--- src/rtl/sequence_datapath.sv ---
// sequence_datapath: storage and counters for a colour-sequence memory game.
//
// A 16-bit Fibonacci LFSR produces a pseudo-random one-hot colour. On i_mem_wr,
// that colour is stored at o_sequence_index. On i_mem_rd, the entry at
// o_match_index is registered onto o_sequence_item, and o_item_valid pulses
// for one cycle. The two index counters and the score counter each saturate
// at their maximum value, and each has its own synchronous clear.
//
// Optional feature (macro SEQ_DP_REPEAT_GUARD_EN): if a new colour equals the
// previous entry, it is rotated left by one bit before it is written, so two
// consecutive items never match. The default build leaves the macro undefined
// and writes the raw colour.
//
// Ports:
//   clk, rst_n                    clock, asynchronous active-low reset
//   i_mem_wr                      store the generated colour at o_sequence_index
//   i_mem_rd                      read memory at o_match_index (1-cycle latency)
//   i_inc_sequence_index          sequence index increment strobe
//   i_inc_match_index             match index increment strobe
//   i_rst_sequence/_match/_score  synchronous counter clears (beat increments)
//   i_inc_score                   score increment strobe
//   i_load_seed, i_seed[15:0]     load the LFSR (a zero seed loads 16'hACE1)
//   o_sequence_item               registered read data, held between reads
//   o_sequence_index              number of stored items
//   o_match_index                 replay/compare position
//   o_score                       score counter
//   o_item_valid                  high in the cycle after i_mem_rd
module sequence_datapath #(
  parameter int unsigned DATA_WIDTH  = 4,
  parameter int unsigned ADDR_WIDTH  = 5,
  parameter int unsigned SCORE_WIDTH = 8
) (
  input  logic                   clk,
  input  logic                   rst_n,
  input  logic                   i_mem_wr,
  input  logic                   i_mem_rd,
  input  logic                   i_inc_sequence_index,
  input  logic                   i_inc_match_index,
  input  logic                   i_rst_sequence,
  input  logic                   i_rst_match,
  input  logic                   i_rst_score,
  input  logic                   i_inc_score,
  input  logic                   i_load_seed,
  input  logic [15:0]            i_seed,
  output logic [DATA_WIDTH-1:0]  o_sequence_item,
  output logic [ADDR_WIDTH-1:0]  o_sequence_index,
  output logic [ADDR_WIDTH-1:0]  o_match_index,
  output logic [SCORE_WIDTH-1:0] o_score,
  output logic                   o_item_valid
);

  localparam int unsigned            Depth     = 2 ** ADDR_WIDTH;
  localparam logic [15:0]            LfsrInit  = 16'hACE1;
  localparam logic [ADDR_WIDTH-1:0]  IdxMax    = '1;
  localparam logic [SCORE_WIDTH-1:0] ScoreMax  = '1;

  logic [15:0]            r_lfsr;
  logic [ADDR_WIDTH-1:0]  r_seq_idx;
  logic [ADDR_WIDTH-1:0]  r_match_idx;
  logic [SCORE_WIDTH-1:0] r_score;
  logic [DATA_WIDTH-1:0]  r_item;
  logic                   r_valid;
  logic [DATA_WIDTH-1:0]  r_mem [Depth];

  logic                   w_lfsr_fb;
  logic [DATA_WIDTH-1:0]  w_color;
  logic [DATA_WIDTH-1:0]  w_wr_data;

  // Taps 16,14,13,11 in right-shift form: new MSB from bits 0,2,3,5.
  assign w_lfsr_fb = r_lfsr[0] ^ r_lfsr[2] ^ r_lfsr[3] ^ r_lfsr[5];

  // One-hot decode of the two LFSR LSBs.
  assign w_color = {{(DATA_WIDTH-1){1'b0}}, 1'b1} << r_lfsr[1:0];

`ifdef SEQ_DP_REPEAT_GUARD_EN
  logic [DATA_WIDTH-1:0] w_prev_item;
  assign w_prev_item = r_mem[r_seq_idx - ADDR_WIDTH'(1)];

  // Index 0 has no predecessor, so it is never compared.
  always_comb begin
    w_wr_data = w_color;
    if (r_seq_idx != '0 && w_color == w_prev_item) begin
      w_wr_data = {w_color[DATA_WIDTH-2:0], w_color[DATA_WIDTH-1]};
    end
  end
`else
  assign w_wr_data = w_color;
`endif

  always_ff @(posedge clk or negedge rst_n) begin
    if (!rst_n) begin
      r_lfsr <= LfsrInit;
    end else if (i_load_seed) begin
      r_lfsr <= (i_seed == 16'h0000) ? LfsrInit : i_seed;
    end else begin
      r_lfsr <= {w_lfsr_fb, r_lfsr[15:1]};
    end
  end

  always_ff @(posedge clk or negedge rst_n) begin
    if (!rst_n) begin
      r_seq_idx   <= '0;
      r_match_idx <= '0;
      r_score     <= '0;
    end else begin
      if (i_rst_sequence) begin
        r_seq_idx <= '0;
      end else if (i_inc_sequence_index && r_seq_idx != IdxMax) begin
        r_seq_idx <= r_seq_idx + ADDR_WIDTH'(1);
      end

      if (i_rst_match) begin
        r_match_idx <= '0;
      end else if (i_inc_match_index && r_match_idx != IdxMax) begin
        r_match_idx <= r_match_idx + ADDR_WIDTH'(1);
      end

      if (i_rst_score) begin
        r_score <= '0;
      end else if (i_inc_score && r_score != ScoreMax) begin
        r_score <= r_score + SCORE_WIDTH'(1);
      end
    end
  end

  // Memory contents are not reset. The write uses the index from before the
  // increment, and a read in the same cycle sees the old entry.
  always_ff @(posedge clk) begin
    if (i_mem_wr) begin
      r_mem[r_seq_idx] <= w_wr_data;
    end
  end

  always_ff @(posedge clk or negedge rst_n) begin
    if (!rst_n) begin
      r_item  <= '0;
      r_valid <= 1'b0;
    end else begin
      r_valid <= i_mem_rd;
      if (i_mem_rd) begin
        r_item <= r_mem[r_match_idx];
      end
    end
  end

  assign o_sequence_item  = r_item;
  assign o_sequence_index = r_seq_idx;
  assign o_match_index    = r_match_idx;
  assign o_score          = r_score;
  assign o_item_valid     = r_valid;

endmodule

--- config.mk ---
export PLATFORM = sky130hd
export DESIGN_NAME = sequence_datapath
export DESIGN_NICKNAME = d
export VERILOG_FILES = /design/src/rtl/sequence_datapath.sv
export SDC_FILE = /design/constraint.sdc
export NUM_CORES = 1
export LEC_CHECK = 0
export ABC_AREA = 1
export CAP_MARGIN = 40
export CORE_MARGIN = 4
export CORE_UTILIZATION = 59
export CTS_BUF_LIST = sky130_fd_sc_hd__clkbuf_16
export DETAILED_ROUTE_END_ITERATION = 10
export PLACE_DENSITY = 0.8
export REMOVE_ABC_BUFFERS = 1
export SETUP_SLACK_MARGIN = 0.4
export SYNTH_ARGS = -nofsm -noshare
export SYNTH_HDL_FRONTEND = slang
export SYNTH_SLANG_ARGS = --single-unit
--- constraint.sdc ---
create_clock -name clk -period 2.43 [get_ports clk]
set_input_delay 0.243 -clock clk [delete_from_list [all_inputs] [get_ports clk]]
set_output_delay 0.243 -clock clk [all_outputs]
set_load 0.01 [all_outputs]
=== Yosys cells after proc, flatten, opt, wreduce, memory -nomap -nowiden ===
Memory sizes are Yosys's and may differ from the RTL's. A register that Yosys moved wholly into a read port is not among the register bits.
Index checks and enable logic that the tools add are counted.

* Multiplexer cells: 10
* Equal/unequal tests: 3
* Bitwise logic cells: 3
* Add/sub/neg operators: 3
* Shift-type cells: 1
* Reductions and logical operators: 8

{| class="wikitable"
|+ Operators with widths
! kind !! number
|-
| $mux 16 || 2
|-
| $mux 5 || 4
|-
| $logic_not 16->1 || 1
|-
| $mux 8 || 2
|-
| $add 5x1->5 const B || 2
|-
| $ne 5x5->1 const B || 2
|-
| $add 8x1->8 const B || 1
|-
| $ne 8x8->1 const B || 1
|-
| $reduce_bool 2->1 || 3
|-
| $shl 1x2->4 const A || 1
|-
| $logic_and 1x1->1 || 3
|-
| $xor 1x1->1 || 3
|-
| $mux 1 || 2
|-
| $logic_not 1->1 || 1
|}

* Bits in writable memories: 128
* Memories kept: 1
* Input bits: 27
* Flip-flop bits (word level): 35

{| class="wikitable"
|+ Memories
! memory !! depth !! width !! rd ports !! clocked after memory_dff !! wr ports !! line !! text
|-
| r_mem || 32 || 4 || 1 || 1 || 1 || 63 || <nowiki>logic [DATA_WIDTH-1:0] r_mem [Depth];</nowiki>
|}

=== Longest topological paths before layout ===
Gate-level depths: netlist of the first run.

* Depth after elaboration: 4
* Depth in mapped cells: 12
* Depth with buffers taken out: 12

=== Worst setup path before layout of the first run ===
OpenSTA, ideal clock, no wires.

* Path type: register to register
* From: register r_match_idx[2], in the netlist o_match_index[2]
* To: register r_match_idx[3], in the netlist o_match_index[3]
* Path slack: 0.691 ns
* Stages on the path, launching flop included: 11
* Arrival time: 1.661 ns
* Library setup time: 0.077 ns
* Period minus slack after synthesis: 1.739 ns
* Required time: 2.353 ns
* Cell sequence: dfrtp_1 > buf_4 > buf_2 > nand2_1 > nor2_1 > ha_1 > nor2_1 > nand2_1 > nor3_1 > o21ai_0 > a21oi_1

* Longest elaborated chain between the ends: 3
* Elaborated cells on any way between the ends: 6
* Those cells by class: add/sub: 1; eq/ne: 1; mux: 2; reduce/logical: 2

{| class="wikitable"
|+ Ends and longest elaborated chain
! what !! line !! text
|-
| start, declared || 59 || <nowiki>logic [ADDR_WIDTH-1:0] r_match_idx;</nowiki>
|-
| start signal, assigned || 115 || <nowiki>r_match_idx <= r_match_idx + ADDR_WIDTH'(1);</nowiki>
|-
| $add 5x1->5 / $ne 5x5->1 (equally long branches) || 115, 114 ||
|-
| $mux 5 / $logic_and 1x1->1 (equally long branches) || 114 || <nowiki>end else if (i_inc_match_index && r_match_idx != IdxMax) begin</nowiki>
|-
| $mux 5 / $reduce_bool 2->1 (equally long branches) || n/a ||
|}

Parallel ways exist; a longest one is shown, timed or not. The select of a mux whose other input is x is not followed.
A chain may end at the register's enable or synchronous reset.

=== Worst setup path after layout of the first run ===
* From: register r_match_idx[0], in the netlist o_match_index[0]
* To: output o_match_index[0]

{| class="wikitable"
|+ RTL lines
! what !! line !! text
|-
| end, declared || 47 || <nowiki>output logic [ADDR_WIDTH-1:0] o_match_index,</nowiki>
|}

No word-level cell between the ends.

==> flow_metrics.env, run 1 <==
export IMPL_syn_inst=676
export IMPL_die_h_um=119
export IMPL_pwr_share_comb_pct=9.4
export IMPL_place_hpwl_um=10400
export IMPL_cts_sinks=167
export IMPL_fmax_mhz=501
export IMPL_drt_vias_per_instance=5.77
export IMPL_grt_pass1_wl_um=25600
export IMPL_cts_buffer_depth=2
export IMPL_clkPwrFrac_pct=39.1
export IMPL_yosysTopAreaCell="edfxtp_1"
export IMPL_dieArea_um2=14100
export IMPL_h_tree_depth=4
export IMPL_fin_skew_ps=8.16
export IMPL_final_util_pct=69.8
export IMPL_ir_drop_v=0.000690
export IMPL_synth_edf_count=128
export IMPL_post_route_cell_area_um2=8390
export IMPL_rows=40
export IMPL_worstReg2RegStart="o_match_index[3]$_DFFE_PN0P_"
export IMPL_yosysMostFrequentCell="nand2_1"
export IMPL_r2r_cells=8
export IMPL_synth_area_um2=7220
export IMPL_clk_pin_slew_ps=70
export IMPL_power_density_nw_per_um2=747
export IMPL_hold_violations=0
export IMPL_cp_max_fo=66
export IMPL_period_minus_slack_ps=2000
export IMPL_start_kind="register"
export IMPL_antenna_cells=0
export IMPL_yosys_most_used_dff="edfxtp_1"
export IMPL_slew_violations=0
export IMPL_fillers=828
export IMPL_numPortBuffers=49
export IMPL_path_class="register to output pin"
export IMPL_grt_busiest_layer="met2"
export IMPL_fin_crit_sh_pct=82.2
export IMPL_timing_rr_end="o_match_index[3]$_DFFE_PN0P_"
export IMPL_core_um2=12000
export IMPL_drt_initial_drc_count=646
export IMPL_cts_made_buffers=17
export IMPL_die_x_um=119
export IMPL_antenna_left=0
export IMPL_drc=0
export IMPL_clock_root_buffer="clkbuf_16"
export IMPL_max_slew_margin_pct=60.7
export IMPL_worst_pin_slew_ps=588
export IMPL_nets=764
export IMPL_rsz0062_at_grt="yes"
export IMPL_holdCritPathClass="primary input to async pin"
export IMPL_use_met3_pct=5.26
export IMPL_synth_top_area_share_pct=53.2
export IMPL_synth_avg_cell_area_um2=10.7
export IMPL_worstPathRequired_ps=2190
export IMPL_total_leakage_power_nw=3.24
export IMPL_ys_top_cells_by_area="edfxtp_1 53%, dfrtp_1 11%, nand2_1 10%"
export IMPL_cts_tree="yes"
export IMPL_grt_max_degree=67
export IMPL_seqPwrFrac_pct=51.5
export IMPL_clkLatencyLatePin_ps=430
export IMPL_ys_seq_area_share_pct=66.9
export IMPL_dp_cells=856
export IMPL_syn_to_final_growth_pct=16.1
export IMPL_rrSetupSlack_ps=480
export IMPL_routed_wl_um=15900
export IMPL_power_net_switching_w=0.00147
export IMPL_synth_warnings=0
export IMPL_grt_pass1_vias=5112
export IMPL_placed_area_um2=7810
export IMPL_drv_cap=0
export IMPL_place_gp_congestion=0.797
export IMPL_async_flop_share_pct=23.4
export IMPL_antenna_found_initial=0
export IMPL_wire_per_inst_um=17.8
export IMPL_cp_arrival_ps=1750
export IMPL_drt_pre_antenna_iters=7
export IMPL_swShare_pct=23.5
export IMPL_layout_drive_gt1_share_pct=9.30
export IMPL_p_int_w=0.00480
export IMPL_grtUsageMet1_pct=31.0
export IMPL_crit_path_end_kind="output pin"
export IMPL_vias=5127
export IMPL_overflow=0
export IMPL_setup_viol=0
export IMPL_ys_seq_elements=167
export IMPL_fin_cells=889
export IMPL_status="completed"
export IMPL_netlist_top_cells_count="199 x nand2_1, 128 x edfxtp_1, 126 x nand3_1"
export IMPL_track_usage_pct=23.7
export IMPL_grt_use_met2_pct=38.1
export IMPL_start_util_pct=60.1
export IMPL_io_pins=50
export IMPL_synth_cell_types=26
## worst max path at each step
stage / slack (ps) / end / from / cells past startpoint
CTS: 450 / o_match_index[0] / o_match_index[0]$_DFFE_PN0P_ / 2
global route: 340 / o_match_index[3]$_DFFE_PN0P_ / o_match_index[3]$_DFFE_PN0P_ / 8
floorplan: -340 / o_sequence_item[0]$_DFFE_PN0P_ / o_match_index[0]$_DFFE_PN0P_ / 9
detailed placement: 520 / o_match_index[3]$_DFFE_PN0P_ / o_match_index[3]$_DFFE_PN0P_ / 8
finish: 430 / o_match_index[0] / o_match_index[0]$_DFFE_PN0P_ / 2
global placement: 600 / o_sequence_index[3]$_DFFE_PN0P_ / o_sequence_index[0]$_DFFE_PN0P_ / 9
## layout by cell type (no fill, tap or decap), drive strengths merged
cell	synthesis	layout
a211oi	1	1
xor2	1	1
clkbuf	3	17
clkdlybuf4s50	0	48
a31oi	9	9
dfrtp	31	31
nand4	1	1
mux2	8	8
clkinv	1	9
ha	8	8
buf	25	13
edfxtp	128	128
a21oi	8	8
nand2	200	200
nor3	4	4
inv	39	42
nor2	56	56
dfstp	8	8
bufinv	0	1
xnor2	3	3
o21ai	14	14
nor4	2	2
clkinvlp	0	3
nand3	126	126
dlygate4sd3	0	1
## logic make-up (layout without fill, tap and decap cells)
| logic type | after synthesis | count (layout) | share of synthesized area [%] |
|---|---|---|---|
| buffers and inverters | 68 | 134 | 4.88 |
| AND/OR/NAND/NOR | 389 | 389 | 22.7 |
| adder cells (fa/ha/maj) | 8 | 8 | 1.39 |
| AO/OA/AOI/OAI | 32 | 32 | 2.41 |
| XOR/XNOR | 4 | 4 | 0.485 |
| multiplexers | 8 | 8 | 1.25 |
| flip-flops | 167 | 167 | 66.9 |
## worst max-delay path, cell delays in order (launching register included)
cell	delay (ps)
dfrtp_2	430
buf_12	290
clkdlybuf4s50_1	600
## sequential cells by signal, indices dropped and copies added (netlist names)
name / flops
o_item_valid: 1
o_match_index: 5
o_score: 8
o_sequence_index: 5
o_sequence_item: 4
r_lfsr: 16
r_mem: 128
## metrics by stage
stage	TNS (ps)	hold WS [ps]	setup WS, ps	total power (W)
floorplan	-1440	-52.6	-341	0.00359
global placement	0	410	601	0.00384
detailed placement	0	188	523	0.00386
CTS	0	270	449	0.00629
global route	0	305	339	0.00650
finish	0	266	434	0.00627
## area by class of cell
class / count / area, um^2 / area share, %
multi-input cells: 441 / 2050 / 24.5
clock buffers: 17 / 425 / 5.07
flip-flops and latches: 167 / 4830 / 57.6
clock inverters: 15 / 113 / 1.34
inverters: 40 / 159 / 1.89
repair buffers: 62 / 623 / 7.43
well taps: 147 / 184 / 2.19
## per-layer routing
layer  wire, um  vias to the layer above
li1           -                     2419
met1       6240                     2427
met2       7830                      239
met3       1330                       42
met4        468                        0
met5          0                        -
## power by group through the flow
stage | sequential (W) | clock, W | combinational (W)
floorplan | 0.00331 | 0 | 0.000279
detailed placement | 0.00328 | 0 | 0.000577
finish | 0.00323 | 0.00245 | 0.000586
global placement | 0.00328 | 0 | 0.000554
global route | 0.00323 | 0.00262 | 0.000649
CTS | 0.00323 | 0.00248 | 0.000586
## what timing repair did
item,in CTS,in global routing
endpoints found under the setup margin,2,5
hold buffers,1,0
pin swaps,0,0
hold endpoints to repair,13,0
buffers inserted,0,0
resized for setup,4,7
(Power assumes the default switching activity.)
==> inputs of run 2 (changes only) <==
==> constraint.sdc (replaced) <==
create_clock -name clk -period 1.9 [get_ports clk]
set_input_delay 0.19 -clock clk [delete_from_list [all_inputs] [get_ports clk]]
set_output_delay 0.19 -clock clk [all_outputs]
set_load 0.01 [all_outputs]
==> run 2 against run 1 <==
  * Critical path depth is 9 higher
  * Worst hold slack worse by 16 ps
  * Clock skew up 1.6 ps
  * Sequential share of layout area is 7.2 points lower
  * Critical path type is now register to register
  * Largest cell class unchanged
==> flow_metrics.env, run 2 (same netlist as run 1, synthesis figures left out) <==
export IMPL_total_power_w=0.00839
export IMPL_layout_drive_gt1_share_pct=30.6
export IMPL_clkLatencyLatePin_ps=430
export IMPL_cts_tree="yes"
export IMPL_setup_viol=0
export IMPL_final_util_pct=79.8
export IMPL_cts_sinks=167
export IMPL_cp_arrival_ps=2030
export IMPL_period_minus_slack_ps=1710
export IMPL_crit_start="o_match_index[0]$_DFFE_PN0P_"
export IMPL_cts_buffer_depth=2
export IMPL_holdCritPathClass="primary input to async pin"
export IMPL_status="completed"
export IMPL_clock_root_buffer="clkbuf_16"
export IMPL_grt_pass1_vias=5654
export IMPL_start_util_pct=60.1
export IMPL_io_pins=50
export IMPL_place_hpwl_um=10600
export IMPL_pre_cts_slack_ps=-7.33
export IMPL_overflow=0
export IMPL_fmax_mhz=584
export IMPL_vias=5717
export IMPL_fin_cells=944
export IMPL_fin_hold_ws_ps=250
export IMPL_ir_drop_v=0.000505
export IMPL_dp_cells=865
export IMPL_drc=0
export IMPL_drt_initial_drc_count=658
export IMPL_rsz0062_at_grt="yes"
export IMPL_antenna_cells=0
export IMPL_largest_reg_flops=128
export IMPL_core_um2=12000
export IMPL_worstReg2RegStart="o_match_index[0]$_DFFE_PN0P_"
export IMPL_cp_max_fo=18
export IMPL_total_leakage_power_nw=3.76
export IMPL_antenna_found_initial=0
export IMPL_grt_pass1_wl_um=29100
export IMPL_nets=819
export IMPL_dieArea_um2=14100
export IMPL_max_slew_margin_pct=57.9
export IMPL_wire_per_inst_um=21.5
export IMPL_rows=40
export IMPL_power_density_nw_per_um2=875
export IMPL_syn_to_final_growth_pct=32.7
export IMPL_start_kind="register"
export IMPL_slew_violations=0
export IMPL_die_x_um=119
export IMPL_numPortBuffers=49
export IMPL_clk_pin_slew_ps=70
export IMPL_fin_crit_sh_pct=90.2
export IMPL_drt_vias_per_instance=6.06
export IMPL_fillers=625
export IMPL_layout_setup_ws_ps=186
export IMPL_antenna_left=0
export IMPL_top_register="r_mem"
export IMPL_hold_violations=0
export IMPL_die_h_um=119
export IMPL_cts_made_buffers=17
export IMPL_drt_pre_antenna_iters=5
export IMPL_crit_path_end_kind="register"
export IMPL_track_usage_pct=27.1
export IMPL_h_tree_depth=4
export IMPL_final_common_cell="nand2_1"
export IMPL_drv_cap=0
export IMPL_grt_max_degree=33
export IMPL_path_class="register to register"
export IMPL_worst_pin_slew_ps=630
export IMPL_final_cell_mix="180 x nand2_1, 128 x edfxtp_1, 102 x nand3_1"
export IMPL_place_gp_congestion=0.829
export IMPL_routed_wl_um=20300
export IMPL_fin_skew_ps=9.81
export IMPL_worstPathRequired_ps=2220
-- run 2: changes by cell type in the layout (fill, tap and decap cells not counted), sizes merged --
cell / change
bufinv: -1
buf: +54
clkdlybuf4s50: -23
inv: +2
clkbuf: +3
clkinv: -1
dlygate4sd2: +21
-- run 2: final timing paths --
check	slack, ps	cells after the start	to
min in group clk	310	3	r_lfsr[10]$_DFF_PN1_
max in group asynchronous	920	3	r_lfsr[13]$_DFF_PN1_
worst max register to register	190	11	o_sequence_item[3]$_DFFE_PN0P_
worst min register to register	490	2	r_lfsr[10]$_DFF_PN1_
worst max-delay path	190	11	o_sequence_item[3]$_DFFE_PN0P_
worst min-delay path	250	2	o_score[0]$_DFFE_PN0P_
-- run 2: worst max-delay path, stage by stage, from the launching register on --
cell     delay, ps
dfrtp_2        430
buf_4          150
buf_6          130
buf_12         150
nand2_1        110
nand3_1        110
nand3_1        110
nand2_1         80
nand2_1         70
nand3_1         90
nand3_1        110
nand2_1         60
-- run 2: report_power, final --
| part | total, W | internal (W) | leakage, nW | switching (W) |
|---|---|---|---|---|
| Clock | 0.00320 | 0.00169 | 0.261 | 0.00150 |
| Sequential | 0.00412 | 0.00408 | 1.65 | 0.0000494 |
| Combinational | 0.00107 | 0.000428 | 1.85 | 0.000640 |
| Total | 0.00839 | 0.00620 | 3.76 | 0.00219 |
-- run 2: timing repair --
item,in CTS,in global routing
hold endpoints to repair,17,0
setup buffers,24,16
gates cloned,4,2
pin swaps,36,44
endpoints found under the setup margin,158,149
hold buffers,1,0
resized for setup,145,91
-- run 2: stage by stage --
stage | cell area, um^2 | TNS [ps]
4_1_cts | 9100 | 0
2_1_floorplan | 7020 | -5890
5_1_grt | 9590 | 0
3_5_place_dp | 7880 | -7.33
3_3_place_gp | 7880 | 0
6_report | 9590 | 0
-- run 2: final cells by class --
class | count | area, um^2 | area share [%]
clock buffers | 17 | 425 | 4.44
clock inverters | 15 | 120 | 1.25
inverters | 40 | 175 | 1.83
multi-input cells | 441 | 2630 | 27.5
flip-flops and latches | 167 | 4840 | 50.5
well taps | 147 | 184 | 1.92
repair buffers | 117 | 1210 | 12.7
-- run 2: routing by layer --
layer	routed length [um]	vias up	GRT usage, %
met4	687	0	11.1
met3	2020	58	5.50
li1	-	2535	-
met5	0	-	0
met1	7320	2739	34.8
met2	10300	385	45.2
